<file path="src/rtl/player_motion_engine.sv">
// Player x motion and single-bullet flight, advanced once per frameTick; all outputs registered (one cycle after the sampling edge), no backpressure.
// Define SHOT_COOLDOWN_EN to add a fire lockout of COOLDOWN_FRAMES ticks after each bullet retires.
module player_motion_engine #(
    parameter int X_MIN           = 0,
    parameter int X_MAX           = 639,
    parameter int PLAYER_Y        = 440,
    parameter int STEP            = 4,
    parameter int BULLET_STEP     = 8,
    parameter int COOLDOWN_FRAMES = 15
) (
    input  logic        clock,
    input  logic        reset,
    input  logic        frameTick,
    input  logic [31:0] speedData,
    input  logic        shootData,
    input  logic        hit,
    output logic [9:0]  playerX,
    output logic        bulletActive,
    output logic [9:0]  bulletX,
    output logic [8:0]  bulletY,
    output logic        fireAck,
    output logic [7:0]  shotCount
);

    localparam int RESET_X = (X_MIN + X_MAX) / 2;
    localparam int CD_W    = (COOLDOWN_FRAMES > 0) ? $clog2(COOLDOWN_FRAMES + 1) : 1;

    typedef enum logic {
        S_IDLE = 1'b0,
        S_FLY  = 1'b1
    } state_t;

    state_t      r_state;
    state_t      w_state_nxt;
    logic [9:0]  r_player_x;
    logic [9:0]  r_bullet_x;
    logic [8:0]  r_bullet_y;
    logic        r_fire_ack;
    logic [7:0]  r_shots;

    logic [9:0]  w_next_x;
    logic [9:0]  w_bx_nxt;
    logic [8:0]  w_by_nxt;
    logic        w_fire_nxt;
    logic [7:0]  w_shots_nxt;
    logic        w_retire;
    logic        w_fire_ok;
    int          w_px;

    assign w_px = int'(r_player_x);

    // Clamp before stepping so the position never wraps through zero or past X_MAX.
    always_comb begin
        w_next_x = r_player_x;
        if (speedData == 32'h0000_0001) begin
            if (w_px > X_MAX - STEP) w_next_x = 10'(X_MAX);
            else                     w_next_x = r_player_x + 10'(STEP);
        end else if (speedData == 32'hFFFF_FFFF) begin
            if (w_px < X_MIN + STEP) w_next_x = 10'(X_MIN);
            else                     w_next_x = r_player_x - 10'(STEP);
        end
    end

    always_comb begin
        w_state_nxt = r_state;
        w_bx_nxt    = r_bullet_x;
        w_by_nxt    = r_bullet_y;
        w_fire_nxt  = 1'b0;
        w_shots_nxt = r_shots;
        w_retire    = 1'b0;
        case (r_state)
            S_IDLE: begin
                if (frameTick && shootData && w_fire_ok) begin
                    w_state_nxt = S_FLY;
                    w_bx_nxt    = r_player_x;
                    w_by_nxt    = 9'(PLAYER_Y - 1);
                    w_fire_nxt  = 1'b1;
                    w_shots_nxt = r_shots + 8'd1;
                end
            end
            S_FLY: begin
                // A collision wins over the frame move, even on a tick edge.
                if (hit) begin
                    w_state_nxt = S_IDLE;
                    w_retire    = 1'b1;
                end else if (frameTick) begin
                    if (r_bullet_y >= 9'(BULLET_STEP)) begin
                        w_by_nxt = r_bullet_y - 9'(BULLET_STEP);
                    end else begin
                        w_state_nxt = S_IDLE;
                        w_retire    = 1'b1;
                    end
                end
            end
            default: w_state_nxt = S_IDLE;
        endcase
    end

`ifdef SHOT_COOLDOWN_EN
    logic [CD_W-1:0] r_cooldown;

    always_ff @(posedge clock or negedge reset) begin
        if (!reset) begin
            r_cooldown <= '0;
        end else if (w_retire) begin
            r_cooldown <= CD_W'(COOLDOWN_FRAMES);
        end else if (frameTick && (r_cooldown != '0)) begin
            r_cooldown <= r_cooldown - 1'b1;
        end
    end

    assign w_fire_ok = (r_cooldown == '0);
`else
    logic [CD_W-1:0] w_cooldown;

    assign w_cooldown = '0;
    assign w_fire_ok  = (w_cooldown == '0);
`endif

    always_ff @(posedge clock or negedge reset) begin
        if (!reset) r_state <= S_IDLE;
        else        r_state <= w_state_nxt;
    end

    always_ff @(posedge clock or negedge reset) begin
        if (!reset) begin
            r_player_x <= 10'(RESET_X);
            r_bullet_x <= '0;
            r_bullet_y <= '0;
            r_fire_ack <= 1'b0;
            r_shots    <= '0;
        end else begin
            if (frameTick) r_player_x <= w_next_x;
            r_bullet_x <= w_bx_nxt;
            r_bullet_y <= w_by_nxt;
            r_fire_ack <= w_fire_nxt;
            r_shots    <= w_shots_nxt;
        end
    end

    assign playerX      = r_player_x;
    assign bulletActive = (r_state == S_FLY);
    assign bulletX      = r_bullet_x;
    assign bulletY      = r_bullet_y;
    assign fireAck      = r_fire_ack;
    assign shotCount    = r_shots;

endmodule

</file>
<file path="config.mk">
export PLATFORM = sky130hd
export DESIGN_NAME = player_motion_engine
export DESIGN_NICKNAME = d
export VERILOG_FILES = /design/src/rtl/player_motion_engine.sv
export SDC_FILE = /design/constraint.sdc
export NUM_CORES = 1
export LEC_CHECK = 0
export CORE_UTILIZATION = 49
export CTS_BUF_LIST = sky130_fd_sc_hd__clkbuf_4
export CTS_CLUSTER_DIAMETER = 60
export DETAILED_ROUTE_END_ITERATION = 12
export PLACE_DENSITY = 0.87
export SLEW_MARGIN = 40
export SYNTH_ARGS = -nofsm -noshare
export SYNTH_HDL_FRONTEND = slang
export SYNTH_SLANG_ARGS = --single-unit
</file>
<file path="constraint.sdc">
create_clock -name clock -period 4.55 [get_ports clock]
set_input_delay 0.91 -clock clock [delete_from_list [all_inputs] [get_ports clock]]
set_output_delay 0.91 -clock clock [all_outputs]
set_load 0.005 [all_outputs]
</file>
==> results.sh, run 1 <==
export IMPL_firstDrtPassIters=4
export IMPL_ys_seq_area_frac=0.429
export IMPL_top_usage_layer="met2"
export IMPL_slowest_delay_ns=0.52
export IMPL_avgSynthCellArea_sq_um=8.87
export IMPL_ff2ff_path_depth=6
export IMPL_synth_nets=274
export IMPL_tightest_slew_ns=0.547
export IMPL_antenna_found_initial=0
export IMPL_synth_edff_count=0
export IMPL_cts_buffers=5
export IMPL_area_growth_pct=39.4
export IMPL_path_clk_slew_ns=0.12
export IMPL_cap_viol_max_count=0
export IMPL_ant_nets=0
export IMPL_layout_common_cells="clkdlybuf4s50_1 (75), nand2_1 (44), dfrtp_1 (29)"
export IMPL_grt_pass1_vias=1868
export IMPL_hold_viol_final=0
export IMPL_wl_per_cell_um=13.9
export IMPL_hold_worst_slack_ns=0.486
export IMPL_postCtsSetupBuffers=0
export IMPL_leakagePower_nw=1.15
export IMPL_cp_start_kind="input pin"
export IMPL_globalRouteOverflowTotal=0
export IMPL_initial_core_util=0.511
export IMPL_synthCells=232
export IMPL_gr_usage_met3=0.0462
export IMPL_power_frac_comb=0.244
export IMPL_num_nets_final=342
export IMPL_ys_ff_latch=35
export IMPL_postCtsHoldBufs=0
export IMPL_rows=23
export IMPL_seq_power_share=0.483
export IMPL_gp_congestion=0.937
export IMPL_grt_max_degree=36
export IMPL_final_common_cell="clkdlybuf4s50_1"
export IMPL_drt_initial_drc_count=97
export IMPL_ir_drop_v=0.000143
export IMPL_cts_sinks=35
export IMPL_die_area_sq_um=4460
export IMPL_cts_tree="done"
export IMPL_cts_root_buf="clkbuf_4"
export IMPL_pre_cts_ws_ns=1.34
export IMPL_endpoint_kind="flip-flop"
export IMPL_p_int_w=0.000597
export IMPL_clock_skew_ns=0.0103
export IMPL_grt_pass1_wl_mm=7.98
export IMPL_fin_util=0.712
export IMPL_async_reset_ff_frac=1.00
export IMPL_setup_viol=0
export IMPL_arrival_ns=3.14
export IMPL_clkPwrFrac=0.273
export IMPL_synth_cell_type_count=48
export IMPL_chipWidth_um=66.8
export IMPL_h_tree_depth=2
export IMPL_cp_slowest_cell="or4_1"
export IMPL_critPathKind="input pin to flip-flop"
export IMPL_hold_depth=1
export IMPL_power_net_switching_w=0.000232
export IMPL_finalCritPeriodShare=0.629
export IMPL_cp_max_fo=13
export IMPL_grt_setup_unrepaired="no"
export IMPL_status="finished clean"
export IMPL_yosys_warnings=0
export IMPL_port_buffers=75
export IMPL_powerDensity_nw_per_um2=289
export IMPL_max_freq_mhz=349
export IMPL_drive_gt1_frac=0.0731
export IMPL_setup_tns_ns=0
export IMPL_ios=76
export IMPL_fin_ws_ns=1.69
export IMPL_max_slew_margin=0.635
export IMPL_grt_total_usage=0.235
export IMPL_ctsResizeCount=0
export IMPL_met2_usage=0.409
export IMPL_syn_area_sq_um=2060
export IMPL_clockBufferDepth=2
export IMPL_hold_class="flip-flop to flip-flop"
export IMPL_switching_share=0.280
export IMPL_fin_crit_ns=2.86
export IMPL_num_vias=1982
export IMPL_synth_flop_cell="dfrtp_1"
export IMPL_slew_viol_final=0
export IMPL_num_antenna_cells=0
export IMPL_clk_latency_ns=0.34
export IMPL_fp_coreArea_sq_um=4030
export IMPL_grt_met1_usage=0.293
export IMPL_dieHeight_um=66.8
export IMPL_drt_wl_total_mm=4.87
export IMPL_drc_errors=0
export IMPL_crit_chain="clkdlybuf4s50_1 -> or4_1 -> nor2_1 -> and3_1 -> o21ai_1 -> a31o_1 -> a22o_1"
export IMPL_post_dp_hpwl_mm=3.71
export IMPL_cp_required_ns=4.83
export IMPL_vias_per_cell=5.65
[state kept, by name (all words and copies together) (netlist names)]
register,count
shotCount,8
bulletX,9
bulletActive,1
fireAck,1
bulletY,7
playerX,9
[synth_stat cells (2+ instances only)]
| library cell | count | area share |
|---|---|---|
| nor3_1 | 3 | 0.0073 |
| o21ai_0 | 15 | 0.036 |
| buf_4 | 5 | 0.018 |
| nand2_1 | 44 | 0.080 |
| o31ai_1 | 2 | 0.0073 |
| clkbuf_1 | 7 | 0.013 |
| a22o_1 | 3 | 0.013 |
| a21oi_1 | 4 | 0.0097 |
| inv_1 | 6 | 0.011 |
| dfstp_2 | 6 | 0.077 |
| xnor2_1 | 11 | 0.047 |
| nor4_1 | 4 | 0.012 |
| o21ai_1 | 4 | 0.0097 |
| nor4b_1 | 2 | 0.0085 |
| or4_1 | 6 | 0.022 |
| dfrtp_1 | 29 | 0.35 |
| o21a_1 | 3 | 0.011 |
| nor2_1 | 13 | 0.024 |
| ha_1 | 5 | 0.030 |
| nand2b_1 | 2 | 0.0061 |
| nor3b_1 | 2 | 0.0073 |
| nand4_1 | 11 | 0.033 |
| a31oi_1 | 3 | 0.0091 |
| nand3_1 | 11 | 0.027 |
| and3_1 | 6 | 0.018 |
| or3_1 | 3 | 0.0091 |
[stage by stage]
step           cell area, sq um  std cells  power [W]
2_1_floorplan              2060        232   0.000474
3_3_place_gp               2790        343   0.000603
3_5_place_dp               2790        343   0.000612
4_1_cts                    2870        351   0.000837
5_1_grt                    2870        351   0.000878
6_report                   2870        351   0.000829
[power by group through the flow]
stage | registers [W] | logic (W) | clock network, W
after CTS | 0.000400 | 0.000205 | 0.000231
after floorplan | 0.000401 | 0.0000733 | 0
after global placement | 0.000404 | 0.000199 | 0
after detailed placement | 0.000407 | 0.000205 | 0
final | 0.000401 | 0.000202 | 0.000226
after global routing | 0.000408 | 0.000225 | 0.000245
[metal layers]
metal / vias up / part of all wire
met5: - / 0
met2: 81 / 0.50
met4: 0 / 0.0099
met3: 6 / 0.056
met1: 924 / 0.44
li1: 971 / -
[critical path: cells and delay by family]
family                 cells  cell delay [ns]
AND/OR/NAND/NOR            3             1.12
buffers and inverters      1             0.41
AO/OA/AOI/OAI              3             0.70
[cell type report]
type / count / area (sq um)
Multi-Input combinational cell: 176 / 1060
Inverter: 6 / 22.5
Timing Repair Buffer: 76 / 758
Fill cell: 313 / 1160
Tap cell: 50 / 62.6
Clock inverter: 3 / 43.8
Sequential cell: 35 / 883
Clock buffer: 5 / 37.5
[cell families after synthesis]
logic type | synth area share
compound gates | 0.137
buf+inv | 0.0554
simple gates | 0.291
xor+xnor | 0.0511
fa+ha+maj | 0.0304
flops | 0.429
mux | 0.00487
[worst paths after layout]
| path | start | end | slack (ns) |
|---|---|---|---|
| min | shotCount[7] | shotCount[7] | 0.49 |
| max in group asynchronous | reset | playerX[8] | 3.25 |
| min in group asynchronous | reset | shotCount[6] | 0.96 |
| max reg2reg | bulletActive | shotCount[7] | 2.36 |
| max | speedData[24] | playerX[8] | 1.69 |
| min reg2reg | shotCount[7] | shotCount[7] | 0.49 |
No activity file was read; power rests on OpenSTA's default activity.
==> run 2, diff against run 1 <==
CORE_UTILIZATION = 46   (was 49)
PLACE_DENSITY = 0.83   (was 0.87)
clock period = 2.7 ns   (was 4.55 ns; I/O delays follow)
==> run 2 against run 1 <==
Highest routed layer unchanged; sequential cell count unchanged; worst hold slack lost 0.0010 ns; critical path depth did not move; critical path type unchanged; clock power increased by 71%; clock-buffer cell count stayed put; global-route usage increased by 0.30 points; non-clock buffer count rose by 6; combinational power up 72%; wire length increased by 5.8%.
==> results.sh, run 2 (same netlist as run 1, synthesis figures left out) <==
export IMPL_post_dp_hpwl_mm=3.96
export IMPL_whs_endpoint="bulletX[8]"
export IMPL_grt_setup_unrepaired="no"
export IMPL_hold_depth=2
export IMPL_clock_skew_ns=0.00919
export IMPL_powerDensity_nw_per_um2=484
export IMPL_finalCritPeriodShare=0.846
export IMPL_vias_per_cell=5.62
export IMPL_gp_congestion=0.942
export IMPL_r2r_slack_ns=0.64
export IMPL_die_area_sq_um=4740
export IMPL_clk_latency_ns=0.35
export IMPL_status="finished clean"
export IMPL_rows=23
export IMPL_critPathKind="input pin to flip-flop"
export IMPL_grt_pass1_vias=1826
export IMPL_initial_core_util=0.496
export IMPL_power_total_w=0.00141
export IMPL_hold_class="flip-flop to flip-flop"
export IMPL_drc_errors=0
export IMPL_fp_coreArea_sq_um=4140
export IMPL_num_antenna_cells=0
export IMPL_grt_max_degree=36
export IMPL_ios=76
export IMPL_fin_crit_ns=2.28
export IMPL_fill_cells=346
export IMPL_cp_start_kind="input pin"
export IMPL_drt_initial_drc_count=109
export IMPL_slowest_delay_ns=0.52
export IMPL_setup_viol=0
export IMPL_max_freq_mhz=438
export IMPL_drive_gt1_frac=0.0912
export IMPL_cp_max_fo=9
export IMPL_setup_tns_ns=0
export IMPL_postCtsSetupBuffers=0
export IMPL_multi_input_area_sq_um=1060
export IMPL_antenna_found_initial=0
export IMPL_ctsResizeCount=0
export IMPL_slew_viol_final=0
export IMPL_ir_drop_v=0.000286
export IMPL_final_common_cell="clkdlybuf4s50_1"
export IMPL_seq_area_sq_um=883
export IMPL_layout_common_cells="clkdlybuf4s50_1 (75), nand2_1 (44), dfrtp_1 (29)"
export IMPL_leakagePower_nw=1.18
export IMPL_grt_total_usage=0.238
export IMPL_cp_slowest_cell="or4_1"
export IMPL_firstDrtPassIters=4
export IMPL_dieHeight_um=68.9
export IMPL_port_buffers=75
export IMPL_cts_sinks=35
export IMPL_tightest_slew_ns=0.614
export IMPL_r2r_end="bulletY[8]"
export IMPL_arrival_ns=2.57
export IMPL_cts_root_buf="clkbuf_4"
export IMPL_grt_pass1_wl_mm=8.24
export IMPL_hold_path_startpoint="bulletX[8]"
export IMPL_num_nets_final=348
export IMPL_num_vias=2008
export IMPL_wl_per_cell_um=14.4
export IMPL_area_growth_pct=41.6
export IMPL_cp_required_ns=2.99
export IMPL_ff2ff_path_depth=6
export IMPL_ant_nets=0
export IMPL_postCtsHoldBufs=0
export IMPL_crit_chain="clkdlybuf4s50_1 -> or4_1 -> nor2_1 -> and3_1 -> o21ai_1 -> a31o_1 -> a22o_1"
export IMPL_cts_buffers=5
export IMPL_hold_viol_final=0
export IMPL_reg2reg_from="bulletY[4]"
export IMPL_max_slew_margin=0.588
export IMPL_path_clk_slew_ns=0.11
export IMPL_cts_tree="done"
export IMPL_drt_wl_total_mm=5.15
export IMPL_endpoint_kind="flip-flop"
export IMPL_cap_viol_max_count=0
export IMPL_h_tree_depth=2
export IMPL_chipWidth_um=68.9
export IMPL_clockBufferDepth=2
export IMPL_globalRouteOverflowTotal=0
[run 2: changes by cell type in the layout (fill, tap and decap cells not counted)]
cell	change
buf_4	+6
[run 2: final cells by class]
class                   instances  area share
well taps                      50      0.0215
clock inverters                 3      0.0150
repair buffers                 82       0.276
multi-input cells             176       0.364
clock buffers                   5      0.0129
flip-flops and latches         35       0.303
inverters                       6     0.00773
[run 2: per-stage QoR]
stage	utilization	hold slack [ns]	instance area, sq um	std cells	worst slack [ns]
after global routing	0.703	0.519	2910	357	0.246
after floorplan	-	0.244	2060	232	0.693
after global placement	0.683	0.457	2830	349	0.106
final	0.703	0.485	2910	357	0.416
after detailed placement	0.683	0.465	2830	349	0.0339
after CTS	0.703	0.493	2910	357	0.398
[run 2: metal layers]
layer | track usage | part of all wire | vias up
met4 | 0.0689 | 0.0070 | 0
met2 | 0.392 | 0.49 | 87
met5 | 0 | 0 | -
met1 | 0.305 | 0.44 | 922
met3 | 0.0641 | 0.061 | 4
li1 | - | - | 995
[run 2: worst max path at each step]
stage	start	end	depth (start not counted)
floorplan	speedData[24]	playerX[6]	7
global placement	speedData[29]	playerX[8]	7
detailed placement	speedData[29]	playerX[8]	7
CTS	speedData[29]	playerX[8]	7
global route	speedData[29]	playerX[8]	7
finish	speedData[29]	playerX[8]	7
[run 2: critical path, delay by kind of cell]
kind | cells | cell delay, ns
compound gates | 3 | 0.67
buf+inv | 1 | 0.44
simple gates | 3 | 0.93
[run 2: report_power, final]
group / internal [W] / switching [W]
clock: 0.000195 / 0.000191
combinational: 0.000224 / 0.000122
sequential: 0.000590 / 0.0000872
